File: config.mk
export PLATFORM = sky130hd
export DESIGN_NAME = switch_led_ctrl
export DESIGN_NICKNAME = d
export VERILOG_FILES = /design/src/rtl/switch_led_pkg.sv /design/src/rtl/switch_debounce.sv /design/src/rtl/switch_led_ctrl.sv
export SDC_FILE = /design/constraint.sdc
export NUM_CORES = 1
export LEC_CHECK = 0
export BUFFER_PORTS_ARGS = -buffer_cell sky130_fd_sc_hd__buf_2
export CAP_MARGIN = 40
export CELL_PAD_IN_SITES_DETAIL_PLACEMENT = 0
export CELL_PAD_IN_SITES_GLOBAL_PLACEMENT = 2
export CORE_UTILIZATION = 25
export DETAILED_ROUTE_END_ITERATION = 16
export PLACE_DENSITY_LB_ADDON = 0.1
export SYNTH_ARGS = -nofsm -noshare
export SYNTH_HDL_FRONTEND = slang
export SYNTH_SLANG_ARGS = --single-unit
File: constraint.sdc
create_clock -name clk -period 14.28 [get_ports clk]
set_input_delay 0.714 -clock clk [delete_from_list [all_inputs] [get_ports clk]]
set_output_delay 0.714 -clock clk [all_outputs]
set_load 0.02 [all_outputs]
File: src/rtl/switch_led_pkg.sv
// Shared types and mode encodings for the switch-to-LED controller.
package switch_led_pkg;
    typedef logic [1:0] mode_t;

    localparam mode_t MODE_DIRECT = 2'b00;
    localparam mode_t MODE_TOGGLE = 2'b01;
    localparam mode_t MODE_BLINK  = 2'b10;
    localparam mode_t MODE_INVERT = 2'b11;
endpackage

File: src/rtl/switch_debounce.sv
// One switch channel: 2-FF synchroniser followed by a consecutive-edge counter debouncer.
module switch_debounce
    import switch_led_pkg::*;
#(
    parameter int DEBOUNCE_CYCLES = 500000
) (
    input  logic clk,
    input  logic rst,
    input  logic din,
    output logic dout
);
    localparam int CW = $clog2(DEBOUNCE_CYCLES + 1);
    localparam logic [CW-1:0] CNT_LAST = CW'(DEBOUNCE_CYCLES - 1);

    logic          sync1;
    logic          sync2;
    logic [CW-1:0] cnt;

    always_ff @(posedge clk or posedge rst) begin
        if (rst) begin
            sync1 <= 1'b0;
            sync2 <= 1'b0;
            cnt   <= '0;
            dout  <= 1'b0;
        end else begin
            sync1 <= din;
            sync2 <= sync1;
            // Any edge where the synchronised level agrees with the stable one restarts the count.
            if (sync2 == dout) begin
                cnt <= '0;
            end else if (cnt == CNT_LAST) begin
                dout <= sync2;
                cnt  <= '0;
            end else begin
                cnt <= cnt + 1'b1;
            end
        end
    end
endmodule

File: src/rtl/switch_led_ctrl.sv
// Debounced switch bank driving registered LEDs in direct, toggle, blink or invert mode.
module switch_led_ctrl
    import switch_led_pkg::*;
#(
    parameter int WIDTH           = 8,
    parameter int DEBOUNCE_CYCLES = 500000,
    parameter int BLINK_DIV       = 12500000
) (
    input  logic             clk,
    input  logic             rst,
    input  logic [WIDTH-1:0] switch,
    input  mode_t            mode,
    input  logic             clear,
    output logic [WIDTH-1:0] led,
    output logic [WIDTH-1:0] sw_stable,
    output logic             changed
);
    localparam int BW = $clog2(BLINK_DIV + 1);
    localparam logic [BW-1:0] BLINK_LAST = BW'(BLINK_DIV - 1);

    logic [WIDTH-1:0] sw_stable_d;
    logic [WIDTH-1:0] tog;
    logic [WIDTH-1:0] rise;
    logic [WIDTH-1:0] led_next;
    logic [BW-1:0]    blink_cnt;
    logic             phase;

    for (genvar i = 0; i < WIDTH; i++) begin : g_ch
        switch_debounce #(
            .DEBOUNCE_CYCLES(DEBOUNCE_CYCLES)
        ) u_deb (
            .clk (clk),
            .rst (rst),
            .din (switch[i]),
            .dout(sw_stable[i])
        );
    end

    assign rise = sw_stable & ~sw_stable_d;

    always_comb begin
        led_next = sw_stable;
        unique case (mode)
            MODE_DIRECT: led_next = sw_stable;
            MODE_TOGGLE: led_next = tog;
            MODE_BLINK:  led_next = sw_stable & {WIDTH{phase}};
            MODE_INVERT: led_next = ~sw_stable;
            default:     led_next = sw_stable;
        endcase
    end

    always_ff @(posedge clk or posedge rst) begin
        if (rst) begin
            sw_stable_d <= '0;
            tog         <= '0;
            blink_cnt   <= '0;
            phase       <= 1'b0;
            led         <= '0;
            changed     <= 1'b0;
        end else begin
            sw_stable_d <= sw_stable;
            changed     <= |(sw_stable ^ sw_stable_d);
            // Latches track presses in every mode so entering toggle mode shows live state.
            tog         <= clear ? '0 : (tog ^ rise);
            led         <= led_next;
            if (blink_cnt == BLINK_LAST) begin
                blink_cnt <= '0;
                phase     <= ~phase;
            end else begin
                blink_cnt <= blink_cnt + 1'b1;
            end
        end
    end
endmodule

Yosys cells after proc, flatten, opt, wreduce, memory -nomap -nowiden
Cells that the tools add are included.
{"block": "op_classes", "add_sub_neg": 9, "mul": 0, "div": 0, "order_cmp": 0, "eq_ne": 20, "n_shift": 0, "mux": 19, "n_bitwise": 15, "n_reduce_logical": 10}
{"op": "$mux 19", "count": 16}
{"op": "$add 19x1->19 const B", "count": 8}
{"op": "$eq 19x19->1 const B", "count": 8}
{"op": "$pmux 8 s4", "count": 1}
{"op": "$add 24x1->24 const B", "count": 1}
{"op": "$eq 24x24->1 const B", "count": 1}
{"op": "$mux 24", "count": 1}
{"op": "$and 8x8->8", "count": 2}
{"op": "$not 8->8", "count": 2}
{"op": "$reduce_and 2->1", "count": 8}
{"op": "$xor 8x8->8", "count": 2}
{"op": "$not 1->1", "count": 9}
{"op": "$eq 1x1->1", "count": 8}
{"op": "$mux 8", "count": 1}
{"op": "$reduce_or 8->1", "count": 1}
{"op": "$eq 2x2->1 const B", "count": 2}
{"op": "$eq 2x1->1 const B", "count": 1}
{"op": "$logic_not 2->1", "count": 1}
{"block": "word_totals", "ff_bits": 226, "latch_bits": 0, "ram_bits": 0, "mem_bits_ro": 0, "input_bits": 13, "word_cells": 111, "memories": 0}

Logic depth before layout (Yosys ltp)
{"block": "logic_depth", "ltp_word": 4, "mapped_depth": 7, "depth_no_buf": 5}

Cells and area by module
From an unflattened synthesis, not the netlist that was laid out.
{"block": "unflattened", "hier_cells": 1052, "area_unflattened_um2": 11095.6}
{"module": "switch_debounce", "instances": 8, "cells_per_inst": 103, "area_per_inst_um2": 1091.0, "seq_area_each_um2": 550.5}
{"module": "switch_led_ctrl", "instances": 1, "cells_per_inst": 228, "area_per_inst_um2": 2367.3, "seq_area_each_um2": 1251.2}

Least setup slack after synthesis
OpenSTA, ideal clock, no wires.
{"block": "synth_timing", "path_type": "register -> register", "start": "reg g_ch[6].u_deb.cnt[11]", "end": "reg g_ch[6].u_deb.dout", "setup_time_ns": 0.125, "arrival_ns": 1.915, "required_time_ns": 14.155, "slack_ns": 12.240, "stages_incl_launch_ff": 5, "n_path_buf": 0, "period_less_slack_ns": 2.040, "path_cell_list": "dfrtp_1 > or4_1 > or4_4 > nor2_1 > mux2_2"}
{"block": "synth_via", "elab_chain_cells": 2}
{"element": "from (decl)", "line": "switch_debounce.sv:17", "rtl": "logic [CW-1:0] cnt;"}
{"element": "from (signal assigned)", "line": "switch_debounce.sv:35", "rtl": "cnt <= cnt + 1'b1;"}
{"element": "$eq 19x19->1", "line": "switch_debounce.sv:31", "rtl": "end else if (cnt == CNT_LAST) begin"}
{"element": "$reduce_and 2->1 (no source line)"}
{"element": "to (signal assigned)", "line": "switch_debounce.sv:32", "rtl": "dout <= sync2;"}
{"element": "to (decl)", "line": "switch_debounce.sv:10", "rtl": "output logic dout"}
No other way between the ends.
A chain may end at the register's enable or synchronous reset.

Worst setup path in the final report
{"block": "layout_timing", "start": "reg g_ch[7].u_deb.cnt[0]", "end": "reg g_ch[7].u_deb.cnt[17]"}
{"block": "layout_via", "elab_chain_cells": 3}
{"element": "from (decl)", "line": "switch_debounce.sv:17"}
{"element": "from (signal assigned)", "line": "switch_debounce.sv:35"}
{"element": "$add 19x1->19 or $eq 19x19->1 (tied branches)", "line": "switch_debounce.sv:35, switch_debounce.sv:31"}
{"element": "$mux 19 *", "line": "switch_debounce.sv:31"}
{"element": "$mux 19 *", "line": "switch_debounce.sv:29", "rtl": "if (sync2 == dout) begin"}
Mark *: on every way between the ends. The rest lies on a longest branch, timed or not.

==> flow_summary.json <==
{
  "cp_slowest_stage_delay_ps": 700,
  "drv_slew": 0,
  "leakagePower_uw": 0.00490,
  "ctsLongestPathBuffers": 3,
  "met1_length_um": 12000,
  "postCtsResizedCells": 0,
  "cts_tree": "built",
  "core_area_mm2": 0.0421,
  "nets": 1122,
  "max_slew_margin_pct": 45.3,
  "grt-ovfl-total": 0,
  "remaining_drc_errors": 0,
  "synth_area_mm2": 0.0107,
  "p_per_area_mw_per_mm2": 114,
  "nFillCells": 4363,
  "ant_nets": 0,
  "worstSetupPathType": "reg -> reg",
  "rows": 75,
  "worst_setup_path_end_kind": "flip-flop",
  "tightest_slew_ps": 815,
  "area_growth_pct": 15.8,
  "p_total_uw": 1420,
  "synth_top_area_share_pct": 52.8,
  "antenna_found_initial": 0,
  "async_flop_share_pct": 100,
  "period_share_pct": 16.3,
  "rsz0062_at_grt": "false",
  "cts_setup_buffers": 0,
  "grt_max_degree": 108,
  "htreeDepth": 1,
  "syn-num-nets": 1087,
  "cts_buffers": 29,
  "yosys-top-cells-area": "dfrtp_1 (53%), xnor2_1 (7.2%), nor2_1 (5.0%), xor2_1 (3.7%), nand3_1 (3.1%)",
  "ioPinCount": 30,
  "grtUsageTotal_pct": 11.7,
  "final.setup.tns_ps": 0,
  "cp.arrival_ps": 2750,
  "crit_start": "g_ch[7].u_deb.cnt[0]",
  "diodes": 0,
  "clock_skew_ps": 14.0,
  "clock-sinks": 226,
  "rr_worst_depth": 6,
  "synth_seq_cells": 226,
  "reg2reg_from": "g_ch[7].u_deb.cnt[0]",
  "cts-root-buf": "clkbuf_16",
  "synth_edf_count": 0,
  "die_y_um": 209,
  "dp_hpwl_um": 15900,
  "slowest_stage": "o21ai_1",
  "worstPathRequired_ps": 14700,
  "initial_core_util_pct": 25.4,
  "grt_pass1_vias": 7795,
  "status": "finished, final reports clean",
  "top_layer": "met4",
  "max_freq_mhz": 429,
  "grt_pass1_wl_um": 42000,
  "rrSetupSlack_ps": 11950,
  "drt_pre_antenna_iters": 4,
  "met2_length_um": 11300,
  "ys_warn_count": 0,
  "hold_ws_ps": 46.6,
  "maxCapViolCount": 0,
  "vias_per_cell": 4.63,
  "synth_common_cells": "dfrtp_1 (226), nor2_1 (144), xnor2_1 (88), nand3_1 (67)",
  "wl_per_cell_um": 14.9,
  "clk_pin_slew_ps": 60,
  "synth_top_area_cell": "dfrtp_1",
  "synth_ff_type": "dfrtp_1",
  "seq_area_mm2": 0.00566,
  "synth_most_common_cell": "dfrtp_1",
  "portBuffers": 29,
  "fin_crit_ps": 2330,
  "postCtsHoldBufs": 0,
  "drive_gt1_share_pct": 10.6,
  "setup_viol": 0,
  "worstSkewPairLatency_ps": 550,
  "worstSetupEndpoint": "g_ch[7].u_deb.cnt[17]",
  "syn_avg_cell_area_um2": 10.1,
  "num_vias": 7640,
  "multi_input_area_mm2": 0.00472,
  "drtIter0Drc": 363,
  "dr_wl_met3_um": 780,
  "cp_max_fo": 10,
  "synth_cells": 1057,
  "gp_congestion": 0.693,
  "hold_path_class": "in -> async",
  "ys_types": 41,
  "drt-total-wl_um": 24700,
  "crit_chain": "ha_1 -> and4_1 -> nand4_1 -> o21ai_1 -> buf_4 -> a21oi_1",
  "r2r_end": "g_ch[7].u_deb.cnt[17]",
  "die_area_mm2": 0.0437,
  "yosysSeqAreaShare_pct": 52.8,
  "crit_path_start_kind": "flip-flop",
  "hold_viol": 0,
  "die_w_um": 209,
  "peakVddDrop_mv": 0.0810
}
==> state kept, by name (all words and copies together), names as in the netlist, 8 cells and up <==
register          cells
g_ch.u_deb.cnt      152
blink_cnt            24
g_ch.u_deb.dout       8
g_ch.u_deb.sync1      8
g_ch.u_deb.sync2      8
led                   8
sw_stable_d           8
tog                   8
==> kinds of logic after synthesis <==
family	Yosys count	synth area share [%]
DFF	226	52.8
muxes	9	0.935
buffers and inverters	77	3.22
AOI/OAI and AO/OA	115	6.38
xor gates and xnor gates	133	10.9
and+or+nand+nor	480	23.8
adders and majority gates	17	1.99
==> per-layer routing <==
layer	GRT usage, %	vias up
met5	0	-
met2	18.7	68
li1	-	3807
met1	16.0	3731
met3	2.22	34
met4	3.17	0
==> worst max-delay path, delay by kind of cell (launching register included) <==
| family | cells | cell delay [ps] |
|---|---|---|
| adders and majority gates | 1 | 250 |
| DFF | 1 | 390 |
| AOI/OAI and AO/OA | 2 | 760 |
| buffers and inverters | 1 | 300 |
| and+or+nand+nor | 2 | 510 |
==> worst min path at each step <==
stage	startpoint	end	slack, ps	depth (start not counted)
6_report	rst	g_ch[0].u_deb.sync1	50	2
5_1_grt	rst	g_ch[0].u_deb.sync1	20	2
4_1_cts	rst	g_ch[0].u_deb.sync1	9	2
3_5_place_dp	g_ch[1].u_deb.sync1	g_ch[1].u_deb.sync2	340	0
3_3_place_gp	g_ch[0].u_deb.sync1	g_ch[0].u_deb.sync2	330	0
2_1_floorplan	g_ch[0].u_deb.sync1	g_ch[0].u_deb.sync2	330	0
==> report_power, final <==
part / internal [uW] / leakage, uW / switching (uW)
logic: 12.1 / 0.00136 / 32.7
clock network: 435 / 0.000462 / 282
registers: 650 / 0.00308 / 7.77
==> cell type report <==
type	count	share of cell area [%]
Clock buffer	46	7.09
Timing Repair Buffer	40	2.16
Inverter	41	1.30
Sequential cell	226	45.6
Multi-Input combinational cell	754	38.0
Tap cell	539	5.44
Clock inverter	5	0.434
==> layout by cell type (no fill, tap or decap), drive strengths merged, types with 11 or more instances in the layout <==
cell	instances
or2	11
and2	12
xor2	45
inv	42
o31ai	18
xnor2	88
ha	17
nand4	51
nor4	36
dfrtp	226
or3	28
nand2	51
and4	15
o21ai	51
clkbuf	46
nor3	17
a21oi	41
or4	22
nor2	144
buf	40
nand3	67
==> metrics by stage <==
stage,worst slack [ps],utilization [%],instances,instance area (um2)
5_1_grt,11750,29.4,1651,12400
2_1_floorplan,7370,-,1057,10700
3_5_place_dp,11460,27.2,1600,11500
3_3_place_gp,11050,27.1,1597,11400
4_1_cts,11920,29.4,1651,12400
6_report,11950,29.4,1651,12400
No activity file was read; power rests on OpenSTA's default activity.
